--- config.mk ---
export PLATFORM = sky130hd
export DESIGN_NAME = cbus_mst_if
export DESIGN_NICKNAME = d
export VERILOG_FILES = /design/src/rtl/cbus_mst_if_pkg.sv /design/src/rtl/a2c_addr_gen.sv /design/src/rtl/cbus_mst_if.sv
export SDC_FILE = /design/constraint.sdc
export NUM_CORES = 1
export LEC_CHECK = 0
export ABC_AREA = 1
export CAP_MARGIN = 20
export CORE_MARGIN = 8
export CORE_UTILIZATION = 47
export CTS_CLUSTER_DIAMETER = 60
export DETAILED_ROUTE_END_ITERATION = 16
export PLACE_DENSITY = 0.92
export REMOVE_ABC_BUFFERS = 1
export SYNTH_ARGS = -nofsm -noshare
export SYNTH_HDL_FRONTEND = slang
export SYNTH_SLANG_ARGS = --single-unit
--- constraint.sdc ---
create_clock -name aclk -period 8.1 [get_ports aclk]
set_clock_uncertainty 0.1 [all_clocks]
set_input_delay 2.43 -clock aclk [delete_from_list [all_inputs] [get_ports aclk]]
set_output_delay 2.43 -clock aclk [all_outputs]
set_load 0.05 [all_outputs]
--- src/rtl/cbus_mst_if_pkg.sv ---
// Shared types and constants for the CBUS master engine of the AXI-to-CBUS bridge.
// FIFO word layouts are defined as packed structs so every user slices them the same way.
package cbus_mst_if_pkg;

   localparam int A2C_LEN_BITS = 8;
   localparam int A2C_ID_W     = 4;
   localparam int A2C_USER_W   = 4;

   localparam logic [1:0] A2C_OKAY   = 2'b00;
   localparam logic [1:0] A2C_SLVERR = 2'b10;

   localparam logic [1:0] A2C_BURST_FIXED = 2'b00;
   localparam logic [1:0] A2C_BURST_INCR  = 2'b01;
   localparam logic [1:0] A2C_BURST_WRAP  = 2'b10;

   // Command FIFO word: {user, id, rd, burst, len, addr}
   typedef struct packed {
      logic [A2C_USER_W-1:0]   user;
      logic [A2C_ID_W-1:0]     id;
      logic                    rd;
      logic [1:0]              burst;
      logic [A2C_LEN_BITS-1:0] len;
      logic [31:0]             addr;
   } a2c_cmd_t;

   // Write data FIFO word: {wlast, wstrb, wdata}
   typedef struct packed {
      logic        wlast;
      logic [3:0]  wstrb;
      logic [31:0] wdata;
   } a2c_wbeat_t;

   // Read data FIFO word: {user, id, rlast, rresp, rdata}
   typedef struct packed {
      logic [A2C_USER_W-1:0] user;
      logic [A2C_ID_W-1:0]   id;
      logic                  rlast;
      logic [1:0]            rresp;
      logic [31:0]           rdata;
   } a2c_rbeat_t;

   localparam int A2C_CWFIFO_DW = $bits(a2c_cmd_t);
   localparam int A2C_DWFIFO_DW = $bits(a2c_wbeat_t);
   localparam int A2C_RDFIFO_DW = $bits(a2c_rbeat_t);

   // Byte-offset mask of a wrap window of (len+1) 4-byte beats; len+1 is a power of two
   function automatic logic [31:0] a2c_wrap_mask(input logic [A2C_LEN_BITS-1:0] len);
      return {{(32-A2C_LEN_BITS-2){1'b0}}, len, 2'b11};
   endfunction

endpackage

--- src/rtl/a2c_addr_gen.sv ---
// Next-beat address for 4-byte CBUS beats under FIXED, INCR and WRAP bursts.
// The reserved burst encoding behaves like INCR.
module a2c_addr_gen
   import cbus_mst_if_pkg::*;
(
   input  logic [31:0]             addr_i,
   input  logic [A2C_LEN_BITS-1:0] len_i,
   input  logic [1:0]              burst_i,
   output logic [31:0]             next_addr_o
);

   logic [31:0] incr_addr;
   logic [31:0] wrap_mask;

   // Select the following beat address; WRAP keeps the upper bits and wraps the window offset
   always_comb begin
      incr_addr = addr_i + 32'd4;
      wrap_mask = a2c_wrap_mask(len_i);
      case (burst_i)
         A2C_BURST_FIXED: next_addr_o = addr_i;
         A2C_BURST_WRAP:  next_addr_o = (addr_i & ~wrap_mask) | (incr_addr & wrap_mask);
         default:         next_addr_o = incr_addr;
      endcase
   end

endmodule

--- src/rtl/cbus_mst_if.sv ---
// CBUS master engine: pops AXI commands and write beats, runs one single-beat CBUS
// access per AXI beat, and returns read beats (with resp/last/id/user) to the read FIFO.
// Only one transaction is in flight; every CBUS access waits for ack or a timeout.
module cbus_mst_if
   import cbus_mst_if_pkg::*;
#(
   parameter int unsigned TMO_CYC = 256,
   parameter int unsigned TMO_W   = 9
)
(
   input  logic                     aclk,
   input  logic                     areset,
   input  logic [A2C_CWFIFO_DW-1:0] cwfifo_dataout,
   input  logic                     cwfifo_empty,
   output logic                     cwfifo_rd_op,
   input  logic [A2C_DWFIFO_DW-1:0] dwfifo_dataout,
   input  logic                     dwfifo_empty,
   output logic                     dwfifo_rd_op,
   output logic [A2C_RDFIFO_DW-1:0] rdfifo_datain,
   output logic                     rdfifo_wr_op,
   input  logic                     rdfifo_full,
   output logic [31:0]              cbus_addr,
   output logic                     cbus_wr,
   output logic                     cbus_rd,
   output logic [31:0]              cbus_wdata,
   output logic [3:0]               cbus_be,
   input  logic                     cbus_ack,
   input  logic                     cbus_err,
   input  logic [31:0]              cbus_rdata,
   output logic                     wr_err
);

   localparam logic [2:0] IDLE    = 3'd0;
   localparam logic [2:0] WR_WAIT = 3'd1;
   localparam logic [2:0] WR_ACK  = 3'd2;
   localparam logic [2:0] RD_WAIT = 3'd3;
   localparam logic [2:0] RD_ACK  = 3'd4;

   localparam logic [TMO_W-1:0] TMO_LAST = TMO_W'(TMO_CYC - 1);

   a2c_cmd_t   cmd;
   a2c_wbeat_t wbeat;

   logic [2:0]              state_q,     state_d;
   logic [31:0]             addr_q,      addr_d;
   logic [A2C_LEN_BITS-1:0] len_q,       len_d;
   logic [1:0]              burst_q,     burst_d;
   logic [A2C_ID_W-1:0]     id_q,        id_d;
   logic [A2C_USER_W-1:0]   user_q,      user_d;
   logic [A2C_LEN_BITS-1:0] beat_cnt_q,  beat_cnt_d;
   logic                    wlast_q,     wlast_d;
   logic                    cbus_wr_q,   cbus_wr_d;
   logic                    cbus_rd_q,   cbus_rd_d;
   logic [31:0]             wdata_q,     wdata_d;
   logic [3:0]              be_q,        be_d;
   a2c_rbeat_t              rbeat_q,     rbeat_d;
   logic                    rd_push_q,   rd_push_d;
   logic                    wr_err_q,    wr_err_d;
   logic [TMO_W-1:0]        tmo_cnt_q,   tmo_cnt_d;

   logic [31:0] next_addr;
   logic        tmo_hit;
   logic        done;
   logic        fail;

   assign cmd   = cwfifo_dataout;
   assign wbeat = dwfifo_dataout;

   a2c_addr_gen u_addr_gen (
      .addr_i      (addr_q),
      .len_i       (len_q),
      .burst_i     (burst_q),
      .next_addr_o (next_addr)
   );

   assign cbus_addr     = addr_q;
   assign cbus_wr       = cbus_wr_q;
   assign cbus_rd       = cbus_rd_q;
   assign cbus_wdata    = wdata_q;
   assign cbus_be       = be_q;
   assign rdfifo_datain = rbeat_q;
   assign rdfifo_wr_op  = rd_push_q;
   assign wr_err        = wr_err_q;

   // Access completion: ack ends the access, timeout only matters when ack is absent
   always_comb begin
      tmo_hit = (TMO_CYC != 0) && (tmo_cnt_q == TMO_LAST);
      done    = cbus_ack || tmo_hit;
      fail    = cbus_ack ? cbus_err : 1'b1;
   end

   // Transaction sequencing, FIFO pops and next values of every registered output
   always_comb begin
      state_d      = state_q;
      addr_d       = addr_q;
      len_d        = len_q;
      burst_d      = burst_q;
      id_d         = id_q;
      user_d       = user_q;
      beat_cnt_d   = beat_cnt_q;
      wlast_d      = wlast_q;
      cbus_wr_d    = cbus_wr_q;
      cbus_rd_d    = cbus_rd_q;
      wdata_d      = wdata_q;
      be_d         = be_q;
      rbeat_d      = rbeat_q;
      rd_push_d    = 1'b0;
      wr_err_d     = 1'b0;
      tmo_cnt_d    = tmo_cnt_q;
      cwfifo_rd_op = 1'b0;
      dwfifo_rd_op = 1'b0;

      case (state_q)
         IDLE: begin
            if (!cwfifo_empty) begin
               cwfifo_rd_op = 1'b1;
               addr_d       = cmd.addr;
               len_d        = cmd.len;
               burst_d      = cmd.burst;
               id_d         = cmd.id;
               user_d       = cmd.user;
               beat_cnt_d   = '0;
               state_d      = cmd.rd ? RD_WAIT : WR_WAIT;
            end
         end
         WR_WAIT: begin
            if (!dwfifo_empty) begin
               dwfifo_rd_op = 1'b1;
               cbus_wr_d    = 1'b1;
               wdata_d      = wbeat.wdata;
               be_d         = wbeat.wstrb;
               wlast_d      = wbeat.wlast;
               tmo_cnt_d    = '0;
               state_d      = WR_ACK;
            end
         end
         WR_ACK: begin
            if (done) begin
               cbus_wr_d = 1'b0;
               wr_err_d  = fail;
               if (wlast_q) begin
                  state_d = IDLE;
               end else begin
                  addr_d  = next_addr;
                  state_d = WR_WAIT;
               end
            end else begin
               tmo_cnt_d = tmo_cnt_q + 1'b1;
            end
         end
         RD_WAIT: begin
            if (!rdfifo_full) begin
               cbus_rd_d = 1'b1;
               be_d      = 4'hF;
               tmo_cnt_d = '0;
               state_d   = RD_ACK;
            end
         end
         RD_ACK: begin
            if (done) begin
               cbus_rd_d     = 1'b0;
               rd_push_d     = 1'b1;
               rbeat_d.user  = user_q;
               rbeat_d.id    = id_q;
               rbeat_d.rlast = (beat_cnt_q == len_q);
               rbeat_d.rresp = fail ? A2C_SLVERR : A2C_OKAY;
               rbeat_d.rdata = cbus_ack ? cbus_rdata : 32'd0;
               if (beat_cnt_q == len_q) begin
                  state_d = IDLE;
               end else begin
                  beat_cnt_d = beat_cnt_q + 1'b1;
                  addr_d     = next_addr;
                  state_d    = RD_WAIT;
               end
            end else begin
               tmo_cnt_d = tmo_cnt_q + 1'b1;
            end
         end
         default: begin
            state_d   = IDLE;
            cbus_wr_d = 1'b0;
            cbus_rd_d = 1'b0;
         end
      endcase
   end

   // State and output registers; reset drops any strobe immediately
   always_ff @(posedge aclk or posedge areset) begin
      if (areset) begin
         state_q    <= IDLE;
         addr_q     <= '0;
         len_q      <= '0;
         burst_q    <= '0;
         id_q       <= '0;
         user_q     <= '0;
         beat_cnt_q <= '0;
         wlast_q    <= 1'b0;
         cbus_wr_q  <= 1'b0;
         cbus_rd_q  <= 1'b0;
         wdata_q    <= '0;
         be_q       <= '0;
         rbeat_q    <= '0;
         rd_push_q  <= 1'b0;
         wr_err_q   <= 1'b0;
         tmo_cnt_q  <= '0;
      end else begin
         state_q    <= state_d;
         addr_q     <= addr_d;
         len_q      <= len_d;
         burst_q    <= burst_d;
         id_q       <= id_d;
         user_q     <= user_d;
         beat_cnt_q <= beat_cnt_d;
         wlast_q    <= wlast_d;
         cbus_wr_q  <= cbus_wr_d;
         cbus_rd_q  <= cbus_rd_d;
         wdata_q    <= wdata_d;
         be_q       <= be_d;
         rbeat_q    <= rbeat_d;
         rd_push_q  <= rd_push_d;
         wr_err_q   <= wr_err_d;
         tmo_cnt_q  <= tmo_cnt_d;
      end
   end

endmodule

==> flow_summary.toml <==
[outcome]
status = "finished clean"

[pwr]
ir_worst_vdd_v = 0.0003105
power.internal_uw = 2436
pwr_density_cell_nw_per_um2 = 464.6
p_leak_uw = 0.005384
combPwrFrac_pct = 57.2
switching_share_pct = 51.98
pwr-share-clk_pct = 15.7
pwr-share-seq_pct = 27.2
switchingPower_uw = 2636
p_total_uw = 5072

[job]
drv_cap = 0

[critical_path]
cp-end-kind = "primary output"
path_class = "in -> out"
cp_slowest_cell = "clkdlybuf4s50_1"
arrival_ps = 4170
crit_required_ps = 5570
crit_chain = "clkdlybuf4s50_1, nor2_2, nand2_4, nand3_2, inv_2, buf_12"
slowest_delay_ps = 540
startpoint_type = "input port"
worstPathBufferInverterCount = 3
crit_fanout = 27
path_delay_family = "buffers and inverters"

[clock_network]
clockRootBuffer = "clkbuf_16"
cts_tree = "done"
cts_resized = 0
cts_buffers = 17
h-tree-depth = 4
post_cts_buffers = 0
cts.clk_slew.worst_paths_ps = 60
clockBufferDepth = 2
cts_sinks = 153
clock_latency_ps = 430
hold_buffers = 0

[logic_synthesis]
syn_area_sq_um = 7735
synthDistinctLibCells = 35
ys_seq_area_share_pct = 49.50
synth_cells = 1066
syn_area_per_cell_sq_um = 7.256
ys_ff_latch = 153
yosysWarningCount = 0

[finish]
nNetsFinal = 1428
diodes = 0
layout-drive-gt1-share_pct = 5.344
area_growth_pct = 41.14
stdcell_area_sq_um = 10920

[grt]
antenna_found_initial = 0
grt_start_max_net_pins = 91
grt-ovfl-total = 0
grt.total_usage_pct = 23.35
grt_pass1_wl_um = 38310
grt_pass1_vias = 7840

[route]
drc = 0
wl_um = 23910
via_per_inst = 5.137
postRouteAntennaNets = 0
wl_per_cell_um = 15.62
drt-initial-drc-count = 575
vias = 7859
drt-pass1-iter-count = 5

[floorplanning]
die_w_um = 144.3
pin_count = 244
die_h_um = 144.3
fp-row-count = 47
start_util_pct = 47.31
dieArea_sq_um = 20820
core_sq_um = 16350

[hold_path]
hold_path.class = "reg -> reg"

[placement]
hpwl_um = 17290
placed_area_sq_um = 10330
port_buffers = 242
place_ws_ps = 1430
gp_congestion = 0.8916

[timing]
finalCriticalPeriod_ps = 6700
fmax_ghz = 0.1493
hold_slack_ps = 371.0
hold_viol = 0
rsz0062_at_grt = "false"
tightest_slew_ps = 986.2
max-slew-margin-rel_pct = 34.18
setup_tns_ps = 0
maxSlewViolCount = 0
finalSetupViolations = 0
finalWorstSetupSlack_ps = 1400
fin_crit_sh_pct = 82.71
[cells by family after synthesis]
family,synth area share (%)
fa+ha+maj,0.6471
compound gates,3.963
xor+xnor,1.019
other cells,0.04848
buf+inv,5.484
flops,49.50
simple gates,39.34
[worst min-delay path, cell delays in order (launching register included)]
cell	delay [ps]
dfrtp_1	340
nand2_1	50
nand2_1	50
[layer usage]
layer	vias to the layer above	global-route usage, %	part of all wire, %
met3	60	6.438	7.6
met4	0	10.73	2.9
met5	-	0	0
li1	3802	-	-
met1	3697	26.89	40
met2	300	39.69	50
[layout by cell type, fill, tap and decap left out, types with 5 or more instances in the layout]
cell type | netlist | routed
inv_2 | 7 | 7
xor2_1 | 5 | 5
inv_6 | 0 | 5
nand2_1 | 532 | 532
inv_1 | 66 | 65
a21oi_1 | 5 | 5
clkbuf_16 | 0 | 17
o21ai_1 | 5 | 5
nand4_1 | 20 | 20
nand3_1 | 84 | 84
nor2_2 | 5 | 6
clkdlybuf4s50_1 | 0 | 241
or2_2 | 6 | 6
nor2_1 | 64 | 63
o21ai_0 | 39 | 39
dfrtp_1 | 153 | 153
[registers in the layout, indices dropped and copies added (netlist names), named ones only]
name / flops
state_q: 3
len_q: 8
rdfifo_datain: 42
cbus_addr: 25
rdfifo_wr_op: 1
tmo_cnt_q: 9
wr_err: 1
user_q: 4
beat_cnt_q: 8
wlast_q: 1
cbus_wr: 1
cbus_be: 4
id_q: 4
burst_q: 2
cbus_rd: 1
cbus_wdata: 32
[final timing paths]
check,from,end,slack [ps],depth (start not counted)
setup / recovery,cbus_ack,cwfifo_rd_op,1400,6
hold / removal,cbus_wdata[13]$_DFFE_PP0P_,cbus_wdata[13]$_DFFE_PP0P_,370,2
setup reg to reg,tmo_cnt_q[0]$_DFFE_PP0P_,beat_cnt_q[4]$_DFFE_PP0P_,5130,14
hold reg to reg,cbus_wdata[13]$_DFFE_PP0P_,cbus_wdata[13]$_DFFE_PP0P_,370,2
max in group asynchronous,areset,rdfifo_datain[25]$_DFFE_PP0P_,4070,3
min in group asynchronous,areset,cbus_wdata[7]$_DFFE_PP0P_,2450,2
[synthesized netlist by cell type]
master / n / area share [%]
or2_2: 6 / 0.49
nor2_2: 5 / 0.40
ha_1: 4 / 0.65
conb_1: 1 / 0.048
nand3b_1: 4 / 0.39
nor2_1: 64 / 3.1
a21oi_2: 2 / 0.23
o21bai_1: 1 / 0.097
nand4_1: 20 / 1.6
o21ai_0: 39 / 2.5
nor3_1: 4 / 0.26
buf_1: 4 / 0.19
o22ai_1: 2 / 0.16
o2111ai_1: 1 / 0.11
xnor2_1: 4 / 0.45
nor2_4: 2 / 0.29
a21oi_1: 5 / 0.32
nand3_1: 84 / 5.4
xor2_1: 5 / 0.57
o21ai_1: 5 / 0.32
and2_1: 4 / 0.32
buf_2: 9 / 0.58
a21o_1: 1 / 0.097
nand2_2: 4 / 0.32
inv_1: 66 / 3.2
dfrtp_1: 153 / 49
nand2_4: 3 / 0.44
nand2_1: 532 / 26
buf_4: 3 / 0.29
nand3_4: 1 / 0.23
nor3b_1: 1 / 0.097
clkbuf_1: 18 / 0.87
o31ai_1: 1 / 0.097
nand3_2: 1 / 0.13
inv_2: 7 / 0.34
[through the flow]
step | utilization, % | instances
final | 66.78 | 1530
after global routing | 66.78 | 1530
after CTS | 66.78 | 1530
after detailed placement | 63.19 | 1498
after global placement | 63.19 | 1498
after floorplan | - | 1032
[power by group through the flow]
stage          logic, uW  clock network (uW)  registers (uW)
2_1_floorplan        994                   0            2260
3_3_place_gp        2820                   0            1360
3_5_place_dp        2890                   0            1380
4_1_cts             2910                 805            1370
5_1_grt             3130                 836            1420
6_report            2900                 795            1380
[final cells by class]
type	count	area (sq um)
Fill cell	1296	5431
Sequential cell	153	3829
Timing Repair Buffer	246	2462
Clock buffer	19	452.9
Multi-Input combinational cell	806	3485
Inverter	73	279.0
Clock inverter	13	133.9
Tap cell	220	275.3
No activity file was read; power rests on OpenSTA's default activity.
